`src/rtl/pulp_clock_mux2_ctrl.sv`:
```
// Switch sequencer for a 2:1 clock mux and its downstream clock gate.
// Gates the clock, drains, flips the mux select, settles, then re-enables.
//
// Ports:
//   clk_i        free-running reference clock
//   rst_i        synchronous reset, active-high
//   req_valid_i  switch request valid
//   req_sel_i    requested mux select (0: clk0, 1: clk1)
//   req_ready_o  request can be accepted (controller idle)
//   done_o       one-cycle pulse when a request completes
//   busy_o       switch sequence in progress
//   clk_sel_o    select to mux S input
//   clk_en_o     enable to downstream clock gate
//   cur_sel_o    select currently in effect
//   sw_count_o   saturating count of completed real switches
module pulp_clock_mux2_ctrl #(
    parameter logic        RESET_SEL     = 1'b0,
    parameter int unsigned DRAIN_CYCLES  = 4,
    parameter int unsigned SETTLE_CYCLES = 8,
    parameter int unsigned CNT_W         = 8
) (
    input  logic             clk_i,
    input  logic             rst_i,
    input  logic             req_valid_i,
    input  logic             req_sel_i,
    output logic             req_ready_o,
    output logic             done_o,
    output logic             busy_o,
    output logic             clk_sel_o,
    output logic             clk_en_o,
    output logic             cur_sel_o,
    output logic [CNT_W-1:0] sw_count_o
);

    localparam int unsigned MAX_CYC =
        (DRAIN_CYCLES > SETTLE_CYCLES) ? DRAIN_CYCLES : SETTLE_CYCLES;
    localparam int unsigned CW = $clog2(MAX_CYC + 1);

    localparam logic [CW-1:0] DRAIN_LOAD  = CW'(DRAIN_CYCLES - 1);
    localparam logic [CW-1:0] SETTLE_LOAD = CW'(SETTLE_CYCLES - 1);

    typedef enum logic [1:0] {
        IDLE   = 2'd0,
        DRAIN  = 2'd1,
        SETTLE = 2'd2
    } state_e;

    state_e           state_q, state_d;
    logic [CW-1:0]    cnt_q, cnt_d;
    logic             pend_q, pend_d;
    logic             sel_q, sel_d;
    logic             en_q, en_d;
    logic             cur_q, cur_d;
    logic             done_q, done_d;
    logic             ready_q, ready_d;
    logic [CNT_W-1:0] sw_cnt_q, sw_cnt_d;

    logic accept;
    logic same_sel;
    logic cnt_zero;

    // ready_q mirrors (state_q == IDLE), so it doubles as the idle flag
    assign accept   = req_valid_i && ready_q;
    assign same_sel = (req_sel_i == cur_q);
    assign cnt_zero = (cnt_q == '0);

    // State register
    always_ff @(posedge clk_i) begin
        if (rst_i) begin
            state_q  <= IDLE;
            cnt_q    <= '0;
            pend_q   <= RESET_SEL;
            sel_q    <= RESET_SEL;
            en_q     <= 1'b1;
            cur_q    <= RESET_SEL;
            done_q   <= 1'b0;
            ready_q  <= 1'b1;
            sw_cnt_q <= '0;
        end else begin
            state_q  <= state_d;
            cnt_q    <= cnt_d;
            pend_q   <= pend_d;
            sel_q    <= sel_d;
            en_q     <= en_d;
            cur_q    <= cur_d;
            done_q   <= done_d;
            ready_q  <= ready_d;
            sw_cnt_q <= sw_cnt_d;
        end
    end

    // Next-state logic
    always_comb begin
        state_d = state_q;
        unique case (state_q)
            IDLE: begin
                if (accept && !same_sel) begin
                    state_d = DRAIN;
                end
            end
            DRAIN: begin
                if (cnt_zero) begin
                    state_d = SETTLE;
                end
            end
            SETTLE: begin
                if (cnt_zero) begin
                    state_d = IDLE;
                end
            end
            default: state_d = IDLE;
        endcase
    end

    // Output / datapath next values; every output is registered
    always_comb begin
        cnt_d    = cnt_q;
        pend_d   = pend_q;
        sel_d    = sel_q;
        en_d     = en_q;
        cur_d    = cur_q;
        done_d   = 1'b0;
        sw_cnt_d = sw_cnt_q;
        ready_d  = (state_d == IDLE);

        unique case (state_q)
            IDLE: begin
                if (accept) begin
                    pend_d = req_sel_i;
                    if (same_sel) begin
                        // Already on the requested clock: no gating
                        done_d = 1'b1;
                    end else begin
                        en_d  = 1'b0;
                        cnt_d = DRAIN_LOAD;
                    end
                end
            end
            DRAIN: begin
                if (cnt_zero) begin
                    // Gate has been closed long enough; flip the mux
                    sel_d = pend_q;
                    cnt_d = SETTLE_LOAD;
                end else begin
                    cnt_d = cnt_q - 1'b1;
                end
            end
            SETTLE: begin
                if (cnt_zero) begin
                    en_d   = 1'b1;
                    cur_d  = pend_q;
                    done_d = 1'b1;
                    if (sw_cnt_q != '1) begin
                        sw_cnt_d = sw_cnt_q + 1'b1;
                    end
                end else begin
                    cnt_d = cnt_q - 1'b1;
                end
            end
            default: begin
                cnt_d = '0;
            end
        endcase
    end

    assign req_ready_o = ready_q;
    assign busy_o      = ~ready_q;
    assign done_o      = done_q;
    assign clk_sel_o   = sel_q;
    assign clk_en_o    = en_q;
    assign cur_sel_o   = cur_q;
    assign sw_count_o  = sw_cnt_q;

endmodule

```
`config.mk`:
```
export PLATFORM = sky130hd
export DESIGN_NAME = pulp_clock_mux2_ctrl
export DESIGN_NICKNAME = d
export VERILOG_FILES = /design/src/rtl/pulp_clock_mux2_ctrl.sv
export SDC_FILE = /design/constraint.sdc
export NUM_CORES = 1
export LEC_CHECK = 0
export BUFFER_PORTS_ARGS = -buffer_cell sky130_fd_sc_hd__buf_4
export CAP_MARGIN = 20
export CORE_MARGIN = 3
export CORE_UTILIZATION = 40
export DETAILED_ROUTE_END_ITERATION = 12
export HOLD_SLACK_MARGIN = 0.08
export PLACE_DENSITY = 0.6
export SLEW_MARGIN = 20
export SYNTH_ARGS = -nofsm -noshare
export SYNTH_HDL_FRONTEND = slang
export SYNTH_SLANG_ARGS = --single-unit
export TNS_END_PERCENT = 20
```
`constraint.sdc`:
```
create_clock -name clk_i -period 2.5 [get_ports clk_i]
set_input_delay 0.125 -clock clk_i [delete_from_list [all_inputs] [get_ports clk_i]]
set_output_delay 0.125 -clock clk_i [all_outputs]
set_load 0.02 [all_outputs]
```
==> results by group, run 1 <==
Power and ir drop
  – Tot Pwr: just under 700 uW
  – Leak pwr: 0.000511 uW
  – Worst vdd ir: 0.315 mV
  – Power Dens Cells: 581 nW/um^2

Timing
  – Final hold slack: 0.128 ns
  – Tcrit/Tclk final: around three quarters
  – Pins Over Slew Limit: 0
  – Setup-failing EPs final: 0
  – Tmin final: approximately 1.8 ns
  – PnR worst setup slack: 0.675 ns
  – Relative slew slack: 77.4%
  – Unrepaired setup endpoints after global routing: no
  – Fmax: about 0.55 GHz
  – Final Skew: 0.00260 ns
  – Final Hold Fails: 0
  – Slew @ Worst Pin: ~0.34 ns
  – TNS Setup: 0 ns

Placement
  – RD Place Congestion: 0.835
  – DP Worst Slack: 0.703 ns
  – IO Port Bufs: 17
  – Detailed-placement wirelength estimate: 1530 microns

Global route
  – Largest net degree at the start of global routing: 20
  – Global-route wire length before repair: 3560 microns
  – Met1 Track Usage GR: 21.2%
  – Most Crowded Layer GR: met1
  – Met2 Usage GRT: 18.9%
  – GR Util All Layers: 14.1%
  – Met3 usage: under 10%
  – Total gr overflow: 0
  – Vias in the first global route: 768
  – Initial antenna violation count: 0

Cells and area
  – Number of antenna cells inserted: 0
  – Register area: 400 sq um
  – Total Nets Final: 134
  – Filler cells: 224
  – Multi-input gate area: 534 sq um
  – Share of post-route cells with drive strength above 1: about a fifth
  – Synthesis-to-layout area growth: 19.4%
  – Final core occ: 51.4%

Worst setup path
  – Reg-to-reg endpoint: sw_count_o[7]$_SDFFE_PP0P_
  – Critical path peak fanout: 8
  – Endpoint type of the worst setup path: register
  – FF-to-FF path depth: 6
  – Crit path required time: 2.74 ns
  – Worst Path Arrival: 2.06 ns
  – CP startpoint kind: register
  – WS Path Type: register to register
  – FF-to-FF setup slack: 0.67 ns
  – R2R Path Start: cnt_q[0]$_SDFFE_PP0P_

Synthesis
  – Yosys cell types: 39
  – Synth Register Bits: 20
  – Post-synthesis sequential area ratio: approximately two fifths
  – Top FF cell, synth: dfxtp_1
  – Syn Nets: 115
  – Cell area after synthesis: 980 sq um
  – Gate Count Post-Synth: 109
  – Post-synth ARST share: 0%
  – Post-Syn Area per Cell: 8.99 sq um
  – Ranking of synthesized cells by area: dfxtp_1 (41%), a21oi_1 (5.6%), nor3_1 (3.1%)
  – Post-synth top area cell: dfxtp_1
  – Share of the synthesized area in the top cell type: 40.9%
  – Post-synth EDFFs: 0
  – YS warnings: 0

Floorplanning
  – Die area: 3080 sq um
  – Starting Density: 43.0%
  – Die Ht: between 50 and 60 microns
  – Die width: 55.5 microns
  – Row Count: 17
  – Placeable Area: ~2300 sq um
  – IO Pins: 18

Clock tree
  – Cts bufs inserted: 3
  – Clock sinks: 20
  – Clock buffer depth: 2
  – Clk_lat worst skew: 0.30 ns
  – Worst-path clk slew: 0.11 ns
  – Root Driver: clkbuf_4
  – H-tree levels: 1
  – CTS tree: done

Worst hold path
  – Hold path depth: 2
  – Worst min path class: input port to register
  – Hold Path Sink: sw_count_o[7]$_SDFFE_PP0P_
  – Min-Delay Startpoint: rst_i

Detailed routing
  – Antenna Violating Nets Remaining: 0
  – DRC viols: 0
  – WL final: 2110 microns
  – Pre-antenna DRT Iters: 4
  – DR vias/cell: approximately 5.5
  – Vias post-DR: 857
  – DR iter-0 viols: 29
  – DR WL/cell: between 10 and 15 microns

Flow run
  – Max-cap viol count: 0

Run status
  – Status: complete, no violations
-- cells by family (layout without fill, tap and decap cells) --
| kind of cell | Yosys count | after routing | share of synthesized area [%] |
|---|---|---|---|
| and+or+nand+nor | 44 | 44 | 27.7 |
| AOI/OAI and AO/OA | 29 | 29 | 20.4 |
| DFF | 20 | 20 | 40.9 |
| buffers and inverters | 10 | 28 | 4.60 |
| adders and majority gates | 2 | 2 | 2.55 |
| xor gates and xnor gates | 2 | 2 | 1.79 |
| muxes | 2 | 2 | 2.04 |
-- how the worst max path moves through the flow --
stage,cells past startpoint,to,from,slack (ns)
final,6,sw_count_o[7]$_SDFFE_PP0P_,cnt_q[0]$_SDFFE_PP0P_,0.67
after detailed placement,6,sw_count_o[7]$_SDFFE_PP0P_,cnt_q[0]$_SDFFE_PP0P_,0.70
after floorplan,7,sw_count_o[7]$_SDFFE_PP0P_,cnt_q[0]$_SDFFE_PP0P_,0.85
after global routing,6,sw_count_o[7]$_SDFFE_PP0P_,cnt_q[0]$_SDFFE_PP0P_,0.56
after global placement,6,sw_count_o[7]$_SDFFE_PP0P_,cnt_q[0]$_SDFFE_PP0P_,0.73
after CTS,6,sw_count_o[7]$_SDFFE_PP0P_,cnt_q[0]$_SDFFE_PP0P_,0.68
-- flip-flops by register name, summed over array words and instances (netlist names) --
register and flops:
done_o 1, sw_count_o 8, clk_en_o 1, pend_q 1
clk_sel_o 1, cnt_q 4, cur_sel_o 1, req_ready_o 1
state_q 2
-- stage by stage --
step,cells,area [sq um]
final,155,1170
after global routing,155,1170
after CTS,155,1170
after floorplan,109,980
after detailed placement,150,1120
after global placement,150,1120
-- cell type report --
class / count / area share (%)
clock buffers: 4 / 3.10
flip-flops and latches: 20 / 34.2
well taps: 28 / 2.99
inverters: 5 / 1.60
multi-input cells: 79 / 45.7
repair buffers: 19 / 12.4
-- per-layer routing --
metal  wire (microns)  up-vias
met5                0        -
met4               14        0
met3              103        2
met2              950       23
met1             1040      385
li1                 -      447
-- power breakdown --
part | internal [uW] | switching (uW) | leakage (uW)
combinational | 61.0 | 74.1 | 0.000327
sequential | 336 | 19.7 | 0.000163
clock | 88.9 | 100 | 0.0000210
-- cells in the final DEF, fill, tap and decap left out, drive strengths merged, types with 3 or more instances in the layout --
| cell type | count |
|---|---|
| dfxtp | 20 |
| nand2 | 6 |
| nor2 | 7 |
| nor3 | 6 |
| inv | 5 |
| clkbuf | 4 |
| nor2b | 3 |
| a21oi | 11 |
| nand3 | 4 |
| buf | 18 |
| a31oi | 3 |
| and3 | 4 |
-- worst max-delay path, stage by stage, from the launching register on --
cell and delay (ns):
dfxtp_1 0.36, inv_1 0.07, ha_1 0.22, or3b_1 0.51
nor4_4 0.34, nor2_1 0.08, a211oi_2 0.19
-- repair_timing --
| action | CTS | global route |
|---|---|---|
| endpoints found under the hold margin | 1 | 0 |
| setup buffers | 0 | 0 |
| gates resized for setup | 0 | 0 |
| hold buffers | 1 | 0 |
-- cell usage after synthesis, drive strengths merged (3+ instances only) --
master  number
a31oi        3
dfxtp       20
a21oi       11
nor3         6
nand2        6
nor2         7
nor2b        3
clkbuf       4
inv          5
and3         4
nand3        4
No activity file was read; power rests on OpenSTA's default activity.
==> inputs of run 2 (changes only) <==
--- a/config.mk
+++ b/config.mk
@@ -5,13 +5,14 @@
 export SDC_FILE = /design/constraint.sdc
 export NUM_CORES = 1
 export LEC_CHECK = 0
+export ABC_AREA = 1
 export BUFFER_PORTS_ARGS = -buffer_cell sky130_fd_sc_hd__buf_4
 export CAP_MARGIN = 20
 export CORE_MARGIN = 3
 export CORE_UTILIZATION = 40
 export DETAILED_ROUTE_END_ITERATION = 12
 export HOLD_SLACK_MARGIN = 0.08
-export PLACE_DENSITY = 0.6
+export PLACE_DENSITY = 0.59
 export SLEW_MARGIN = 20
 export SYNTH_ARGS = -nofsm -noshare
 export SYNTH_HDL_FRONTEND = slang
==> constraint.sdc (replaced) <==
create_clock -name clk_i -period 1.9 [get_ports clk_i]
set_input_delay 0.095 -clock clk_i [delete_from_list [all_inputs] [get_ports clk_i]]
set_output_delay 0.095 -clock clk_i [all_outputs]
set_load 0.02 [all_outputs]
==> results by group, run 2 <==
Detailed routing
  – Pre-antenna DRT Iters: 4 (unchanged)
  – DR vias/cell: 4.72 (was 5.53)
  – DRC viols: 0 (unchanged)
  – DR iter-0 viols: 15 (was 29)
  – DR WL/cell: 10.7 microns (was 13.6 microns)
  – Antenna Violating Nets Remaining: 0 (unchanged)
  – WL final: 2190 microns (was 2110 microns)
  – Vias post-DR: 968 (was 857)

Timing
  – Final Skew: 0.00728 ns (was 0.00260 ns)
  – Final Hold Fails: 0 (unchanged)
  – Slew @ Worst Pin: 0.346 ns (was 0.337 ns)
  – Tmin final: 1.46 ns (was 1.83 ns)
  – Fmax: 0.686 GHz (was 0.548 GHz)
  – Final hold slack: 0.224 ns (was 0.128 ns)
  – TNS Setup: 0 ns (unchanged)
  – Pins Over Slew Limit: 0 (unchanged)
  – Relative slew slack: 76.8% (was 77.4%)
  – Setup-failing EPs final: 0 (unchanged)
  – Tcrit/Tclk final: 76.7% (was 73.0%)
  – Unrepaired setup endpoints after global routing: no (unchanged)

Worst setup path
  – FF-to-FF setup slack: 0.44 ns (was 0.67 ns)
  – Crit path required time: 2.09 ns (was 2.74 ns)
  – CP startpoint kind: register (unchanged)
  – WS Path Type: register to register (unchanged)
  – Worst Path Arrival: 1.64 ns (was 2.06 ns)
  – Endpoint type of the worst setup path: register (unchanged)
  – Critical path peak fanout: 5 (was 8)

Placement
  – Detailed-placement wirelength estimate: 1680 microns (was 1530 microns)
  – RD Place Congestion: 0.770 (was 0.835)
  – IO Port Bufs: 17 (unchanged)

Worst hold path
  – Worst min path class: input port to register (unchanged)

Floorplanning
  – Starting Density: 42.8% (was 43.0%)
  – Row Count: 18 (was 17)
  – IO Pins: 18 (unchanged)
  – Die Ht: 57.9 microns (was 55.5 microns)
  – Die width: 57.9 microns (was 55.5 microns)
  – Placeable Area: 2520 sq um (was 2280 sq um)
  – Die area: 3360 sq um (was 3080 sq um)

Synthesis
  – YS warnings: 0 (unchanged)
  – Post-Syn Area per Cell: 6.96 sq um (was 8.99 sq um)
  – Yosys cell types: 23 (was 39)
  – Post-synth ARST share: 0% (unchanged)
  – Synth Register Bits: 20 (unchanged)
  – Gate Count Post-Synth: 155 (was 109)
  – Cell area after synthesis: 1080 sq um (was 980 sq um)
  – Top-count cell post-synth: nand2_1 (was dfxtp_1)
  – Top FF cell, synth: dfxtp_1 (unchanged)
  – Ranking of synthesized cells by area: dfxtp_1 (37%), nand2_1 (15%), inv_1 (7.3%) (was dfxtp_1 (41%), a21oi_1 (5.6%), nor3_1 (3.1%))
  – Post-synth top area cell: dfxtp_1 (unchanged)
  – Post-synth EDFFs: 0 (unchanged)
  – Commonest cells post-synth: nand2_1 (44), inv_1 (21), dfxtp_1 (20) (was dfxtp_1 (20), a21oi_1 (11), nor2_1 (7))
  – Syn Nets: 161 (was 115)
  – Share of the synthesized area in the top cell type: 37.1% (was 40.9%)
  – Post-synthesis sequential area ratio: 37.1% (was 40.9%)

Clock tree
  – Cts bufs inserted: 3 (unchanged)
  – H-tree levels: 1 (unchanged)
  – Clock sinks: 20 (unchanged)
  – Worst-path clk slew: 0.11 ns (about the same)
  – Post-CTS setup buffers: 0 (unchanged)
  – Clk_lat worst skew: 0.30 ns (about the same)
  – CTS tree: done (unchanged)
  – Root Driver: clkbuf_4 (unchanged)
  – Post-CTS sizing: 0 (unchanged)
  – Cts-stage hold buffer count: 2 (was 1)
  – Clock buffer depth: 2 (unchanged)

Global route
  – Total gr overflow: 0 (unchanged)
  – Global-route wire length before repair: 3770 microns (was 3560 microns)
  – Largest net degree at the start of global routing: 12 (was 20)
  – Initial antenna violation count: 0 (unchanged)
  – Vias in the first global route: 885 (was 768)
  – GR Util All Layers: 14.1% (about the same)

Cells and area
  – Commonest non-fill, non-tap cell in the layout: nand2_1 (was dfxtp_1)
  – Multi-input gate area: 577 sq um (was 534 sq um)
  – Total Nets Final: 183 (was 134)
  – Max FFs per register: 8 (unchanged)
  – Synthesis-to-layout area growth: 17.7% (was 19.4%)
  – Filler cells: 261 (was 224)
  – Register area: 400 sq um (unchanged)
  – Commonest cells after routing, fill and taps aside: nand2_1 (44), inv_1 (21), dfxtp_1 (20) (was dfxtp_1 (20), buf_4 (18), a21oi_1 (11))
  – Number of antenna cells inserted: 0 (unchanged)
  – Share of post-route cells with drive strength above 1: 18.3% (was 21.3%)

Power and ir drop
  – Leak pwr: 0.000615 uW (was 0.000511 uW)
  – Sw Pwr: 327 uW (was 194 uW)
  – Comb pwr share: 28.3% (was 19.9%)
  – Clock network power share: 21.9% (was 27.8%)
  – Seq pwr share: 49.8% (was 52.3%)
  – Worst vdd ir: 0.375 mV (was 0.315 mV)
  – P_int: 624 uW (was 486 uW)
  – Sw Share: 34.4% (was 28.5%)
  – Power Dens Cells: 749 nW/um^2 (was 581 nW/um^2)

Run status
  – Status: complete, no violations (unchanged)

Flow run
  – Max-cap viol count: 0 (unchanged)
==> run 2: cell families after synthesis <==
| logic type | synth area share (%) |
|---|---|
| AOI/OAI and AO/OA | 10.1 |
| xor gates and xnor gates | 3.25 |
| DFF | 37.1 |
| and+or+nand+nor | 37.8 |
| buffers and inverters | 9.40 |
| adders and majority gates | 2.32 |
==> run 2: stage by stage <==
step | instance area, sq um | worst slack (ns) | power, uW | cells | utilization (%)
after floorplan | 1080 | 0.471 | 689 | 155 | -
after global placement | 1230 | 0.473 | 749 | 200 | 48.7
after detailed placement | 1230 | 0.443 | 752 | 200 | 48.7
after CTS | 1270 | 0.422 | 966 | 205 | 50.3
after global routing | 1270 | 0.303 | 1010 | 205 | 50.3
final | 1270 | 0.443 | 951 | 205 | 50.3
==> run 2: worst max-delay path: stages, from the launching register on <==
cell	delay (ns)
dfxtp_1	0.31
inv_1	0.12
ha_1	0.26
nand3_4	0.13
inv_1	0.15
nand2_1	0.12
a21oi_1	0.19
a21oi_1	0.06
==> run 2: path summary, 6_finish.rpt <==
kind | cells after the start | from | endpoint
hold reg to reg | 2 | clk_sel_o$_SDFFE_PP0P_ | clk_sel_o$_SDFFE_PP0P_
setup / recovery | 7 | cnt_q[0]$_SDFFE_PP0P_ | req_ready_o$_SDFF_PP1_
setup reg to reg | 7 | cnt_q[0]$_SDFFE_PP0P_ | req_ready_o$_SDFF_PP1_
hold / removal | 4 | req_valid_i | pend_q$_SDFFE_PP0P_
==> run 2: metal layers <==
| layer | track usage, % | wire length [microns] | vias up |
|---|---|---|---|
| met5 | 0 | 0 | - |
| met4 | 5.96 | 31 | 0 |
| met1 | 20.5 | 1110 | 418 |
| met3 | 2.00 | 72 | 4 |
| met2 | 20.8 | 977 | 16 |
| li1 | - | - | 530 |
==> run 2: power by group through the flow <==
stage	sequential [uW]	clock [uW]	combinational (uW)
3_3_place_gp	483	0	266
3_5_place_dp	483	0	268
5_1_grt	477	228	305
6_report	473	208	269
4_1_cts	474	219	272
2_1_floorplan	492	0	197
==> run 2: layout make-up <==
| type | count | share of cell area (%) |
|---|---|---|
| Sequential cell | 20 | 31.5 |
| Clock buffer | 3 | 1.77 |
| Tap cell | 30 | 2.96 |
| Inverter | 22 | 6.70 |
| Timing Repair Buffer | 19 | 11.6 |
| Multi-Input combinational cell | 111 | 45.4 |
==> inputs of run 3 (changes only) <==
==> constraint.sdc (replaced) <==
create_clock -name clk_i -period 1.4 [get_ports clk_i]
set_input_delay 0.07 -clock clk_i [delete_from_list [all_inputs] [get_ports clk_i]]
set_output_delay 0.07 -clock clk_i [all_outputs]
set_load 0.02 [all_outputs]
==> results by group, run 3 (synthesis results as in run 2) <==
Clock tree
  – Clock buffer depth: 2 (unchanged)
  – H-tree levels: 1 (unchanged)
  – CTS tree: done (unchanged)
  – Root Driver: clkbuf_4 (unchanged)
  – Clk_lat worst skew: 0.30 ns (about the same)
  – Cts bufs inserted: 3 (unchanged)
  – Clock sinks: 20 (unchanged)
  – Worst-path clk slew: 0.11 ns (about the same)

Detailed routing
  – DR WL/cell: 11.2 microns (was 10.7 microns)
  – DRC viols: 0 (unchanged)
  – Vias post-DR: 1,003 (was 968)
  – DR vias/cell: 4.69 (was 4.72)
  – Pre-antenna DRT Iters: 4 (unchanged)
  – DR iter-0 viols: 26 (was 15)
  – Antenna Violating Nets Remaining: 0 (unchanged)
  – WL final: 2400 microns (was 2190 microns)

Cells and area
  – Final instance area: 1400 sq um (was 1270 sq um)
  – Synthesis-to-layout area growth: 29.6% (was 17.7%)
  – Total Nets Final: 192 (was 183)
  – Commonest non-fill, non-tap cell in the layout: nand2_1 (unchanged)
  – Fin cells: 214 (was 205)
  – Share of post-route cells with drive strength above 1: 28.8% (was 18.3%)
  – Max FFs per register: 8 (unchanged)
  – Commonest cells after routing, fill and taps aside: nand2_1 (42), buf_4 (26), inv_1 (18), nor2_1 (18), dfxtp_1 (18) (was nand2_1 (44), inv_1 (21), dfxtp_1 (20))
  – Number of antenna cells inserted: 0 (unchanged)

Run status
  – Status: complete, no violations (unchanged)

Global route
  – Most Crowded Layer GR: met2 (unchanged)
  – Vias in the first global route: 891 (was 885)
  – Initial antenna violation count: 0 (unchanged)
  – Met2 Usage GRT: 22.6% (was 20.8%)
  – Met1 Track Usage GR: 21.1% (was 20.5%)
  – GR Util All Layers: 15.2% (was 14.1%)
  – Total gr overflow: 0 (unchanged)
  – Met3 usage: 2.90% (was 2.00%)
  – Largest net degree at the start of global routing: 12 (unchanged)
  – Global-route wire length before repair: 3940 microns (was 3770 microns)

Placement
  – Post-place instance area: 1270 sq um (was 1230 sq um)
  – RD Place Congestion: 0.844 (was 0.770)
  – Inst Count DP: 206 (was 200)
  – IO Port Bufs: 17 (unchanged)
  – Detailed-placement wirelength estimate: 1750 microns (was 1680 microns)

Floorplanning
  – Row Count: 18 (unchanged)
  – Die area: 3360 sq um (unchanged)
  – Starting Density: 42.8% (unchanged)
  – IO Pins: 18 (unchanged)
  – Die width: 57.9 microns (unchanged)
  – Placeable Area: 2520 sq um (unchanged)
  – Die Ht: 57.9 microns (unchanged)

Worst setup path
  – WS Path Type: register to register (unchanged)
  – Crit path required time: 1.66 ns (was 2.09 ns)
  – Critical path peak fanout: 8 (was 5)
  – CP startpoint kind: register (unchanged)
  – Worst Path Arrival: 1.54 ns (was 1.64 ns)
  – Endpoint type of the worst setup path: register (unchanged)

Power and ir drop
  – Power Dens Cells: 956 nW/um^2 (was 749 nW/um^2)
  – Worst vdd ir: 0.731 mV (was 0.375 mV)
  – Tot Pwr: 1340 uW (was 951 uW)
  – Leak pwr: 0.000664 uW (was 0.000615 uW)

Timing
  – Slew @ Worst Pin: 0.371 ns (was 0.346 ns)
  – Unrepaired setup endpoints after global routing: no (unchanged)
  – Final Skew: 0.00743 ns (was 0.00728 ns)
  – Tcrit/Tclk final: 91.6% (was 76.7%)
  – Relative slew slack: 75.3% (was 76.8%)
  – Setup-failing EPs final: 0 (unchanged)
  – Final Hold Fails: 0 (unchanged)
  – TNS Setup: 0 ns (unchanged)
  – Pins Over Slew Limit: 0 (unchanged)
  – Fmax: 0.780 GHz (was 0.686 GHz)
  – Tmin final: 1.28 ns (was 1.46 ns)

Worst hold path
  – Worst min path class: input port to register (unchanged)

Flow run
  – Max-cap viol count: 0 (unchanged)
-- run 3: cell types whose count changed in the layout (fill, tap and decap cells not counted), moves of 2 or more --
cell	previous run	this run
inv_1	21	18
a21oi_2	1	3
a21oi_1	14	12
ha_1	2	0
inv_2	0	3
nand2_2	1	3
ha_4	0	2
dfxtp_1	20	18
buf_4	17	26
nand2_1	44	42
-- run 3: layout make-up --
| class | count | area [sq um] |
|---|---|---|
| flip-flops and latches | 20 | 405 |
| clock buffers | 3 | 22.5 |
| well taps | 30 | 37.5 |
| repair buffers | 28 | 215 |
| fillers | 241 | 1120 |
| multi-input cells | 111 | 632 |
| inverters | 22 | 85.1 |
-- run 3: path summary, 6_finish.rpt --
kind	from	end	slack, ns	cells past startpoint
setup / recovery	cnt_q[1]$_SDFFE_PP0P_	sw_count_o[6]$_SDFFE_PP0P_	0.12	10
hold / removal	req_valid_i	done_o$_SDFF_PP0_	0.20	5
setup reg to reg	cnt_q[1]$_SDFFE_PP0P_	sw_count_o[6]$_SDFFE_PP0P_	0.12	10
hold reg to reg	clk_sel_o$_SDFFE_PP0P_	clk_sel_o$_SDFFE_PP0P_	0.48	2
-- run 3: metal layers --
| layer | wire length [microns] | vias to the layer above |
|---|---|---|
| met5 | 0 | - |
| met4 | 34 | 0 |
| met3 | 75 | 5 |
| met2 | 1110 | 16 |
| met1 | 1170 | 435 |
| li1 | - | 547 |
-- run 3: report_power, final --
part           internal (uW)  leakage [uW]  switching [uW]
clock network            100     0.0000138             175
logic                    162      0.000486             256
registers                611      0.000164            31.9
total                    874      0.000664             462
-- run 3: stage by stage --
stage	hold slack, ns	setup slack (ns)	utilization (%)
after floorplan	0.217	0.0729	-
after global placement	0.323	-0.0000757	50.5
after detailed placement	0.328	-0.00970	50.5
after CTS	0.200	0.0159	52.5
after global routing	0.205	0.0186	55.4
final	0.197	0.117	55.4
-- run 3: critical path, cell delays in order, from the launching register on --
cell and delay, ns:
dfxtp_1 0.34, inv_2 0.07, ha_4 0.15, nand3_4 0.12, nor2_8 0.16, nand2_4 0.10, inv_4 0.10, nand2_1 0.05
nand2_1 0.06, inv_1 0.04, nor2_2 0.06
-- run 3: what timing repair did --
| item | in CTS | in global routing |
|---|---|---|
| setup endpoints to repair | 1 | 13 |
| pin swaps | 0 | 4 |
| gates cloned | 0 | 0 |
| hold endpoints to repair | 10 | 0 |
| buffers inserted | 0 | 3 |
| resized for setup | 2 | 13 |
| hold buffers | 2 | 0 |
